<file path="src/rtl/brent_kung_pkg.sv">
// Shared types and helpers for the sequential Brent-Kung prefix/sum block.
package brent_kung_pkg;

    typedef enum logic [2:0] {IDLE, UP, DOWN, SUM, DONE} state_t;

    typedef struct packed {
        logic g;
        logic p;
    } pg_t;

    function automatic int clog2(input int value);
        int result;
        result = 0;
        for (int i = 0; i < 31; i++) begin
            if ((1 << i) < value) begin
                result = i + 1;
            end
        end
        return result;
    endfunction

    // hi o lo: the higher-column group absorbs the lower one
    function automatic pg_t pg_combine(input pg_t hi, input pg_t lo);
        pg_t result;
        result.g = hi.g | (hi.p & lo.g);
        result.p = hi.p & lo.p;
        return result;
    endfunction

endpackage

</file>
<file path="src/rtl/pg_black_cell.sv">
// Combinational group propagate/generate combine cell.
module pg_black_cell
    import brent_kung_pkg::*;
(
    input  pg_t i_hi,
    input  pg_t i_lo,
    output pg_t o_out
);

    assign o_out = pg_combine(i_hi, i_lo);

endmodule

</file>
<file path="src/rtl/pg_prefix_sum_seq.sv">
// Multi-cycle Brent-Kung prefix tree: one tree level per clock, then a sum
// cycle, with the result held behind a valid/ready handshake.
module pg_prefix_sum_seq
    import brent_kung_pkg::*;
#(
    parameter int WIDTH = 8
) (
    input  logic             CLK,
    input  logic             RST,
    input  logic [WIDTH:0]   P_IN,
    input  logic [WIDTH:0]   G_IN,
    input  logic             IN_VALID,
    output logic             IN_READY,
    output logic [WIDTH-1:0] S,
    output logic             C_OUT,
    output logic             OUT_VALID,
    input  logic             OUT_READY
);

    localparam int L  = clog2(WIDTH);
    localparam int KW = clog2(L + 1);

    state_t           r_state;
    state_t           w_state_next;
    logic [KW-1:0]    r_k;
    logic [WIDTH-1:0] r_gw;
    logic [WIDTH-1:0] r_pw;
    logic [WIDTH-1:0] r_p_cap;
    logic             r_gt;
    logic             r_pt;
    logic [WIDTH-1:0] r_s;
    logic             r_c_out;
    logic             r_out_valid;

    logic [WIDTH-1:0] w_en;
    logic [WIDTH-1:0] w_upd_g;
    logic [WIDTH-1:0] w_upd_p;

    // Column 0 never changes; it already holds the carry-in group.
    assign w_en[0]    = 1'b0;
    assign w_upd_g[0] = r_gw[0];
    assign w_upd_p[0] = r_pw[0];

    genvar gi, gl;
    generate
        for (gi = 1; gi < WIDTH; gi++) begin : g_col
            logic [L:1] w_lo_g;
            logic [L:1] w_lo_p;
            logic [L:1] w_lvl_en;
            pg_t        w_hi;
            pg_t        w_lo;
            pg_t        w_comb;

            for (gl = 1; gl <= L; gl++) begin : g_lvl
                localparam int OFF    = 1 << (gl - 1);
                localparam bit UP_HIT = ((gi % (1 << gl)) == ((1 << gl) - 1));
                localparam bit DN_HIT = (gl < L) && (gi >= (1 << gl)) &&
                                        ((gi % (1 << gl)) == (OFF - 1));
                logic w_sel;

                assign w_sel = (r_k == KW'(gl));
                if (gi >= OFF) begin : g_src
                    assign w_lo_g[gl] = w_sel & r_gw[gi-OFF];
                    assign w_lo_p[gl] = w_sel & r_pw[gi-OFF];
                end else begin : g_nosrc
                    assign w_lo_g[gl] = 1'b0;
                    assign w_lo_p[gl] = 1'b0;
                end
                assign w_lvl_en[gl] = w_sel & (((r_state == UP)   && UP_HIT) ||
                                               ((r_state == DOWN) && DN_HIT));
            end

            assign w_hi = '{g: r_gw[gi], p: r_pw[gi]};
            assign w_lo = '{g: |w_lo_g, p: |w_lo_p};

            pg_black_cell u_cell (
                .i_hi  (w_hi),
                .i_lo  (w_lo),
                .o_out (w_comb)
            );

            assign w_en[gi]    = |w_lvl_en;
            assign w_upd_g[gi] = w_comb.g;
            assign w_upd_p[gi] = w_comb.p;
        end
    endgenerate

    always_ff @(posedge CLK or posedge RST) begin
        if (RST) begin
            r_state     <= IDLE;
            r_k         <= '0;
            r_gw        <= '0;
            r_pw        <= '0;
            r_p_cap     <= '0;
            r_gt        <= 1'b0;
            r_pt        <= 1'b0;
            r_s         <= '0;
            r_c_out     <= 1'b0;
            r_out_valid <= 1'b0;
        end else begin
            r_state <= w_state_next;
            case (r_state)
                IDLE: begin
                    if (IN_VALID) begin
                        r_gw    <= G_IN[WIDTH-1:0];
                        r_pw    <= P_IN[WIDTH-1:0];
                        r_p_cap <= P_IN[WIDTH:1];
                        r_gt    <= G_IN[WIDTH];
                        r_pt    <= P_IN[WIDTH];
                        r_k     <= KW'(1);
                    end
                end
                UP, DOWN: begin
                    r_gw <= (r_gw & ~w_en) | (w_upd_g & w_en);
                    r_pw <= (r_pw & ~w_en) | (w_upd_p & w_en);
                    if (r_state == DOWN) begin
                        r_k <= r_k - 1'b1;
                    end else if (r_k == KW'(L)) begin
                        r_k <= KW'(L - 1);
                    end else begin
                        r_k <= r_k + 1'b1;
                    end
                end
                SUM: begin
                    r_s         <= r_p_cap ^ r_gw;
                    r_c_out     <= r_gt | (r_pt & r_gw[WIDTH-1]);
                    r_out_valid <= 1'b1;
                end
                DONE: begin
                    if (OUT_READY) begin
                        r_out_valid <= 1'b0;
                    end
                end
                default: begin
                end
            endcase
        end
    end

    always_comb begin
        w_state_next = r_state;
        case (r_state)
            IDLE:    if (IN_VALID) w_state_next = UP;
            UP:      if (r_k == KW'(L)) w_state_next = (L == 1) ? SUM : DOWN;
            DOWN:    if (r_k == KW'(1)) w_state_next = SUM;
            SUM:     w_state_next = DONE;
            DONE:    if (OUT_READY) w_state_next = IDLE;
            default: w_state_next = IDLE;
        endcase
    end

    always_comb begin
        IN_READY = (r_state == IDLE);
    end

    assign S         = r_s;
    assign C_OUT     = r_c_out;
    assign OUT_VALID = r_out_valid;

endmodule

</file>
<file path="config.mk">
export PLATFORM = sky130hd
export DESIGN_NAME = pg_prefix_sum_seq
export DESIGN_NICKNAME = d
export VERILOG_FILES = /design/src/rtl/brent_kung_pkg.sv /design/src/rtl/pg_black_cell.sv /design/src/rtl/pg_prefix_sum_seq.sv
export SDC_FILE = /design/constraint.sdc
export NUM_CORES = 1
export LEC_CHECK = 0
export ABC_AREA = 1
export CAP_MARGIN = 20
export CORE_MARGIN = 2
export CORE_UTILIZATION = 60
export CTS_BUF_LIST = sky130_fd_sc_hd__clkbuf_4 sky130_fd_sc_hd__clkbuf_8
export DETAILED_ROUTE_END_ITERATION = 12
export PLACE_DENSITY_LB_ADDON = 0.05
export SLEW_MARGIN = 20
export SYNTH_ARGS = -nofsm -noshare
export SYNTH_HDL_FRONTEND = slang
export SYNTH_HIERARCHICAL = 1
export SYNTH_SLANG_ARGS = --single-unit
</file>
<file path="constraint.sdc">
create_clock -name CLK -period 2.4 [get_ports CLK]
set_clock_uncertainty 0.1 [all_clocks]
set_input_delay 0.48 -clock CLK [delete_from_list [all_inputs] [get_ports CLK]]
set_output_delay 0.48 -clock CLK [all_outputs]
set_load 0.03 [all_outputs]
</file>
==> metrics.yaml, run 1 <==
hold_buffers: 0
fillers: 288
leakagePower_uw: 0.00149
crit_family: "buffers and inverters"
start_kind: "flop"
fin_tns_setup_ns: 0
portBuffers: 32
tightest_slew_ns: 0.498
grt_pass1_wl_mm: 9.50
ant_nets: 0
n_antenna_cell: 0
clk_latency_ns: 0.29
required_ns: 1.82
synth-edff-count: 0
grt_overflow: 0
syn_to_final_growth_pct: 18.3
cp_max_fo: 5
hp-class: "reg -> reg"
ir_drop_mv: 0.847
synthCells: 327
min_period_ns: 2.30
worst_slack_ns: 0.102
path_buf_inv: 2
synth_compound_area_share_pct: 12.4
maxCapViolations: 0
crit_path_end_kind: "primary output"
grt.total_usage_pct: 28.7
cts_buffer_depth: 2
synth-xor-area-share_pct: 2.57
grt_max_degree: 41
slowest_delay_ns: 0.67
cts_resized: 0
final.period_utilization_pct: 95.7
drt_iter0_markers: 227
cts_root_buffer: "clkbuf_8"
cts_max_level: 2
yosysSeqAreaShare_pct: 41.9
routed_via_density: 5.29
synth_top_cell_area_share_pct: 41.9
routed-via-count: 2180
slew_headroom_pct: 66.8
synth_top_family_by_area: "simple AND/OR/NAND/NOR gates"
max_freq_mhz: 435
avgSynthCellArea_sq_um: 7.30
path_cells: "inv_1 -> nand2_2 -> nor2_4 -> clkdlybuf4s50_1"
post_cts_buffers: 0
gp_congestion: 0.930
finalSetupViolCount: 0
die_h_microns: 67.1
coreArea_sq_um: 3740
hold_viol: 0
synth_mux_area_share_pct: 0
synthAdderAreaFrac_pct: 2.62
rsz0062_at_grt: "false"
crit_type: "reg -> out"
die-width_microns: 67.1
ys_seq_elements: 40
arrival_ns: 1.72
drive_gt1_share_pct: 9.34
cts.clk_slew.worst_paths_ns: 0.07
synth_top_cell_by_area: "dfrtp_1"
slew_violations: 0
die_area_sq_um: 4500
yosysUniqueCellTypes: 28
drcViolationCount: 0
power.density_nw_per_um2: 1450
yosys_warnings: 6
avgRoutedWirePerCell_microns: 13.5
ys_async_sr_fraction_pct: 100
drt_pre_antenna_iters: 5
status: "completed"
clock_sinks: 40
rows: 22
ios: 33
start_util_pct: 63.8
netlist_area_sq_um: 2390
slowest_stage: "clkdlybuf4s50_1"
ys.flop_type: "dfrtp_1"
yosys.area_share.simple_pct: 30.1
grt_pass1_vias: 2020
wl_mm: 5.56
hpwl_mm: 4.21
cts_made_buffers: 5
synth_area_leaders: "dfrtp_1 (42%), nand2_1 (22%), inv_1 (6.4%)"
syn_nets: 354
fin_nets: 390
dp_slack_ns: 0.418
antenna_found_initial: 0
cts_tree: "built"
==> area by class of cell <==
class                           instances  area [sq um]  share of cell area, %
Tap cell                               48          60.1                   2.13
Multi-Input combinational cell        233          1140                   40.4
Sequential cell                        40          1000                   35.4
Inverter                               46           173                   6.11
Clock buffer                            6          82.6                   2.92
Clock inverter                          2          10.0                  0.354
Timing Repair Buffer                   37           358                   12.7
==> report_power, final <==
part | internal [uW] | switching (uW)
Sequential | 991 | 291
Clock | 229 | 229
Combinational | 843 | 1520
==> metal layers <==
| layer | GRT usage, % | up-vias | routed length (microns) |
|---|---|---|---|
| met5 | 0 | - | 0 |
| li1 | - | 1093 | - |
| met1 | 38.1 | 982 | 2340 |
| met2 | 46.9 | 92 | 2650 |
| met3 | 4.73 | 13 | 440 |
| met4 | 10.5 | 0 | 120 |
==> through the flow <==
step	cell area [sq um]	utilization (%)	power, uW	std cells	hold slack, ns
4_1_cts	2820	75.4	4100	412	0.371
3_5_place_dp	2730	73.0	3630	404	0.353
2_1_floorplan	2390	-	3060	327	0.337
6_report	2820	75.4	4100	412	0.368
5_1_grt	2820	75.4	4490	412	0.397
3_3_place_gp	2730	73.0	3560	404	0.351
==> cell usage in the layout (no fill, tap or decap) <==
cell type | Yosys | final
a21oi_4 | 2 | 2
nor2_1 | 5 | 5
o221ai_1 | 2 | 2
nor4_1 | 1 | 1
nand4_1 | 2 | 2
o21ai_1 | 4 | 4
nand3_1 | 13 | 13
nand2_4 | 2 | 2
o211ai_1 | 4 | 4
o21ai_0 | 24 | 24
clkinv_2 | 0 | 2
clkdlybuf4s50_1 | 0 | 32
dfrtp_1 | 40 | 40
ha_1 | 5 | 5
nand2_2 | 4 | 4
nor2_2 | 3 | 3
a21oi_1 | 5 | 5
clkbuf_8 | 0 | 6
o21ai_2 | 2 | 2
nand3_2 | 1 | 1
nor2_4 | 1 | 1
buf_4 | 0 | 5
o22ai_1 | 4 | 4
nand2_1 | 141 | 141
inv_1 | 41 | 41
xnor2_1 | 7 | 7
inv_2 | 5 | 5
a21oi_2 | 1 | 1
==> cell usage after synthesis (3+ instances only) <==
library cell,instances
inv_2,5
dfrtp_1,40
nand2_1,141
o21ai_1,4
nor2_2,3
nand3_1,13
o211ai_1,4
nand2_2,4
o22ai_1,4
inv_1,41
xnor2_1,7
o21ai_0,24
buf_6,4
a21oi_1,5
nor2_1,5
ha_1,5
==> path summary, 6_finish.rpt <==
check / start / to / slack (ns) / cells past startpoint
min: r_gt / r_gt / 0.37 / 2
min in group asynchronous: RST / r_p_cap[1] / 0.50 / 3
max in group asynchronous: RST / r_k[0] / 1.35 / 3
min reg2reg: r_gt / r_gt / 0.37 / 2
max reg2reg: r_k[1] / flop / 0.58 / 9
max: r_state[2] / IN_READY / 0.10 / 4
==> cells by family after synthesis <==
kind of cell	count (synthesis)
compound gates	48
xor+xnor	7
fa+ha+maj	5
buf+inv	54
flops	40
simple gates	173
==> worst reg2reg max path: cells and delay by family (launching register included) <==
| family | cells | cell delay [ns] |
|---|---|---|
| and+or+nand+nor | 4 | 0.41 |
| DFF | 1 | 0.40 |
| buffers and inverters | 3 | 0.34 |
| adders and majority gates | 1 | 0.29 |
| AOI/OAI and AO/OA | 1 | 0.18 |
Note: power is estimated with default switching activity, not from simulation.
==> run 2, diff against run 1 <==
--- a/config.mk
+++ b/config.mk
@@ -12,6 +12,8 @@
 export CTS_BUF_LIST = sky130_fd_sc_hd__clkbuf_4 sky130_fd_sc_hd__clkbuf_8
 export DETAILED_ROUTE_END_ITERATION = 12
 export PLACE_DENSITY_LB_ADDON = 0.05
+export REMOVE_ABC_BUFFERS = 1
+export SKIP_LAST_GASP = 1
 export SLEW_MARGIN = 20
 export SYNTH_ARGS = -nofsm -noshare
 export SYNTH_HDL_FRONTEND = slang
==> metrics.yaml, run 2 (same netlist as run 1, synthesis figures left out) <==
status: "completed"
avgRoutedWirePerCell_microns: 13.2
rows: 22
crit_type: "reg -> out"
antenna_found_initial: 0
n_antenna_cell: 0
gp_congestion: 0.883
portBuffers: 32
die_h_microns: 67.1
grt.total_usage_pct: 27.5
arrival_ns: 1.56
cts_max_level: 2
start_util_pct: 63.8
rsz0062_at_grt: "false"
ios: 33
min_period_ns: 2.14
coreArea_sq_um: 3740
grt_pass1_wl_mm: 9.21
die_area_sq_um: 4500
clk_latency_ns: 0.30
cts_tree: "built"
slew_headroom_pct: 65.2
ir_drop_mv: 0.793
crit_path_end_kind: "primary output"
start_kind: "flop"
cts_made_buffers: 5
layout_commonest_cell: "nand2_1"
post_cts_buffers: 0
cts_root_buffer: "clkbuf_8"
cts_buffer_depth: 2
met3_wirelength_microns: 419
finalSetupViolCount: 0
clock_sinks: 40
drt_pre_antenna_iters: 5
fin_tns_setup_ns: 0
power.density_nw_per_um2: 1480
wl_met2_mm: 2.43
final.period_utilization_pct: 89.3
hold_viol: 0
required_ns: 1.82
grt_max_degree: 41
grt_pass1_vias: 2030
maxCapViolations: 0
leakagePower_uw: 0.00149
drt_iter0_markers: 169
tightest_slew_ns: 0.521
dr.max_layer_used: "met4"
placed_area_sq_um: 2720
die-width_microns: 67.1
hpwl_mm: 3.82
grt_overflow: 0
fin_nets: 389
wl_mm: 5.42
hp-class: "reg -> reg"
syn_to_final_growth_pct: 18.7
routed-via-count: 2158
max_freq_mhz: 467
cp_max_fo: 7
ant_nets: 0
hold_buffers: 0
wl_met1_mm: 2.50
drive_gt1_share_pct: 9.09
final_area_sq_um: 2830
layout_common_cells: "nand2_1 (141), inv_1 (41), dfrtp_1 (40)"
cts.clk_slew.worst_paths_ns: 0.08
routed_via_density: 5.25
drcViolationCount: 0
slew_violations: 0
run 2: cell types whose count changed in the layout (fill, tap and decap cells not counted):
cell and delta:
buf_4 -1, bufinv_16 +1, clkbuf_4 +1, clkbuf_8 -1, clkdlybuf4s50_1 -1, clkinv_2 -1, dlygate4sd2_1 +1
run 2: path summary, 6_finish.rpt:
check / startpoint / end / slack (ns) / cells after the start
setup / recovery: r_state[2] / IN_READY / 0.26 / 4
hold / removal: C_OUT / C_OUT / 0.38 / 2
setup reg to reg: r_state[1] / r_state[0] / 0.58 / 6
hold reg to reg: C_OUT / C_OUT / 0.38 / 2
max in group asynchronous: RST / asynchronous set/reset pin / 1.32 / 3
min in group asynchronous: RST / S[1] / 0.51 / 3
run 2: stage by stage:
step / util, % / power, uW / hold WS, ns / std cells / worst slack (ns)
3_3_place_gp: 72.8 / 3560 / 0.356 / 403 / 0.350
3_5_place_dp: 72.8 / 3600 / 0.359 / 403 / 0.315
6_report: 75.7 / 4180 / 0.382 / 411 / 0.257
5_1_grt: 75.7 / 4570 / 0.420 / 411 / 0.171
4_1_cts: 75.7 / 4170 / 0.378 / 411 / 0.255
2_1_floorplan: - / 2930 / 0.337 / 319 / 0.682
run 2: cell type report:
cell class | count | area (sq um)
Tap cell | 48 | 60.1
Clock inverter | 2 | 35.0
Inverter | 46 | 173
Fill cell | 301 | 910
Sequential cell | 40 | 1000
Multi-Input combinational cell | 233 | 1140
Clock buffer | 6 | 76.3
Timing Repair Buffer | 36 | 349
run 2: report_power, final:
| group | internal (uW) | switching [uW] |
|---|---|---|
| sequential | 991 | 289 |
| clock | 320 | 240 |
| combinational | 822 | 1520 |
| total | 2130 | 2050 |
run 2: routing by layer:
layer	GRT usage, %	vias to the layer above
met5	0	-
met4	7.65	0
met3	4.56	10
met2	45.0	86
met1	37.4	970
li1	-	1092
run 2: critical path, cell delays in order, from the launching register on:
cell           delay [ns]
dfrtp_1              0.42
inv_1                0.15
nand2_2              0.10
nor2_4               0.18
dlygate4sd2_1        0.42
run 2: repair_timing:
item,4_1_cts,5_1_grt
resized for setup,1,0
endpoints found under the setup margin,1,0
hold endpoints to repair,0,0
==> run 3, diff against run 2 <==
--- a/config.mk
+++ b/config.mk
@@ -8,11 +8,12 @@
 export ABC_AREA = 1
 export CAP_MARGIN = 20
 export CORE_MARGIN = 2
-export CORE_UTILIZATION = 60
+export CORE_UTILIZATION = 57
 export CTS_BUF_LIST = sky130_fd_sc_hd__clkbuf_4 sky130_fd_sc_hd__clkbuf_8
 export DETAILED_ROUTE_END_ITERATION = 12
 export PLACE_DENSITY_LB_ADDON = 0.05
 export REMOVE_ABC_BUFFERS = 1
+export SKIP_CTS_REPAIR_TIMING = 1
 export SKIP_LAST_GASP = 1
 export SLEW_MARGIN = 20
 export SYNTH_ARGS = -nofsm -noshare
==> constraint.sdc (replaced) <==
create_clock -name CLK -period 2.3 [get_ports CLK]
set_clock_uncertainty 0.1 [all_clocks]
set_input_delay 0.46 -clock CLK [delete_from_list [all_inputs] [get_ports CLK]]
set_output_delay 0.46 -clock CLK [all_outputs]
set_load 0.03 [all_outputs]
==> metrics.yaml, run 3 (same netlist as run 1, synthesis figures left out) <==
n_antenna_cell: 0
arrival_ns: 1.38
hp-class: "reg -> reg"
layout_commonest_cell: "nand2_1"
holdWs_ns: 0.375
ant_nets: 0
fin_tns_setup_ns: 0
cts_tree: "built"
maxCapViolations: 0
wl_mm: 5.73
slew_violations: 0
crit_path_end_kind: "primary output"
drcViolationCount: 0
die_area_sq_um: 4720
rsz0062_at_grt: "false"
crit_type: "reg -> out"
hold_viol: 0
grt_pass1_wl_mm: 9.50
antenna_found_initial: 0
routed-via-count: 2202
cts_buffer_depth: 2
cts_made_buffers: 5
cts_root_buffer: "clkbuf_8"
start_util_pct: 59.3
leakagePower_uw: 0.00151
coreArea_sq_um: 4030
grt_overflow: 0
hpwl_mm: 4.14
final.period_utilization_pct: 84.2
worst_slack_ns: 0.363
gp_congestion: 0.871
start_kind: "flop"
clk_latency_ns: 0.30
tightest_slew_ns: 0.528
path_buf_inv: 2
die_h_microns: 68.7
power.density_nw_per_um2: 1550
drive_gt1_share_pct: 9.34
crit_family: "buffers and inverters"
ir_drop_mv: 0.757
grt.total_usage_pct: 27.3
slowest_stage: "dfrtp_1"
dp_slack_ns: 0.320
syn_to_final_growth_pct: 19.3
path_cells: "inv_1 -> nand2_2 -> nor2_4 -> dlymetal6s2s_1"
cts_max_level: 2
slowest_delay_ns: 0.44
cts.clk_slew.worst_paths_ns: 0.08
cp_max_fo: 5
grt_max_degree: 41
avgRoutedWirePerCell_microns: 13.8
fin_nets: 390
die-width_microns: 68.7
min_period_ns: 1.94
portBuffers: 32
max_freq_mhz: 516
drt_pre_antenna_iters: 4
grt_pass1_vias: 2030
ios: 33
routed_via_density: 5.32
rows: 23
required_ns: 1.74
slew_headroom_pct: 64.8
layout_common_cells: "nand2_1 (141), inv_1 (41), dfrtp_1 (40)"
clock_sinks: 40
finalSetupViolCount: 0
drt_iter0_markers: 169
status: "completed"
-- run 3: changes by cell type in the layout (fill, tap and decap cells not counted), sizes merged --
cell	before	now
buf	4	5
dlymetal6s2s	0	1
dlygate4sd2	1	0
-- run 3: per-stage QoR --
stage / power, uW / area, sq um / utilization, % / instances
global placement: 3740 / 2730 / 67.9 / 406
floorplan: 3060 / 2310 / - / 319
finish: 4420 / 2850 / 70.7 / 414
detailed placement: 3820 / 2730 / 67.9 / 406
global route: 4830 / 2850 / 70.7 / 414
CTS: 4420 / 2850 / 70.6 / 414
-- run 3: path summary, 6_finish.rpt --
kind / from / endpoint / slack (ns) / depth (start not counted)
setup reg to reg: r_state[1] / flop / 0.47 / 7
hold reg to reg: C_OUT / C_OUT / 0.37 / 2
hold / removal: C_OUT / C_OUT / 0.37 / 2
setup / recovery: r_state[2] / IN_READY / 0.36 / 4
min in group asynchronous: RST / S[7] / 0.48 / 3
max in group asynchronous: RST / asynchronous set/reset pin / 1.25 / 3
-- run 3: per-layer routing --
layer	part of all wire [%]	GRT usage, %	vias up	wire length (microns)
met5	0	0	-	0
met4	1.1	8.82	0	65
met3	6.7	5.84	8	383
met2	47	45.4	75	2700
met1	45	35.5	1028	2590
li1	-	-	1091	-
-- run 3: cell type report --
class                   instances  area (sq um)
fillers                       358          1180
multi-input cells             233          1140
flip-flops and latches         40          1000
repair buffers                 37           360
inverters                      46           173
clock buffers                   6          76.3
well taps                      50          62.6
clock inverters                 2          35.0
-- run 3: power by group --
group / switching (uW) / total [uW] / internal, uW
Clock: 259 / 593 / 334
Combinational: 1600 / 2480 / 878
Sequential: 309 / 1340 / 1030
-- run 3: worst register-to-register path, cell delays in order (launching register included) --
cell and delay [ns]:
dfrtp_1 0.53, inv_2 0.17, nand3_1 0.13, nand2_4 0.22, inv_2 0.18, o21ai_2 0.28, nand2_1 0.09, nand2_1 0.07
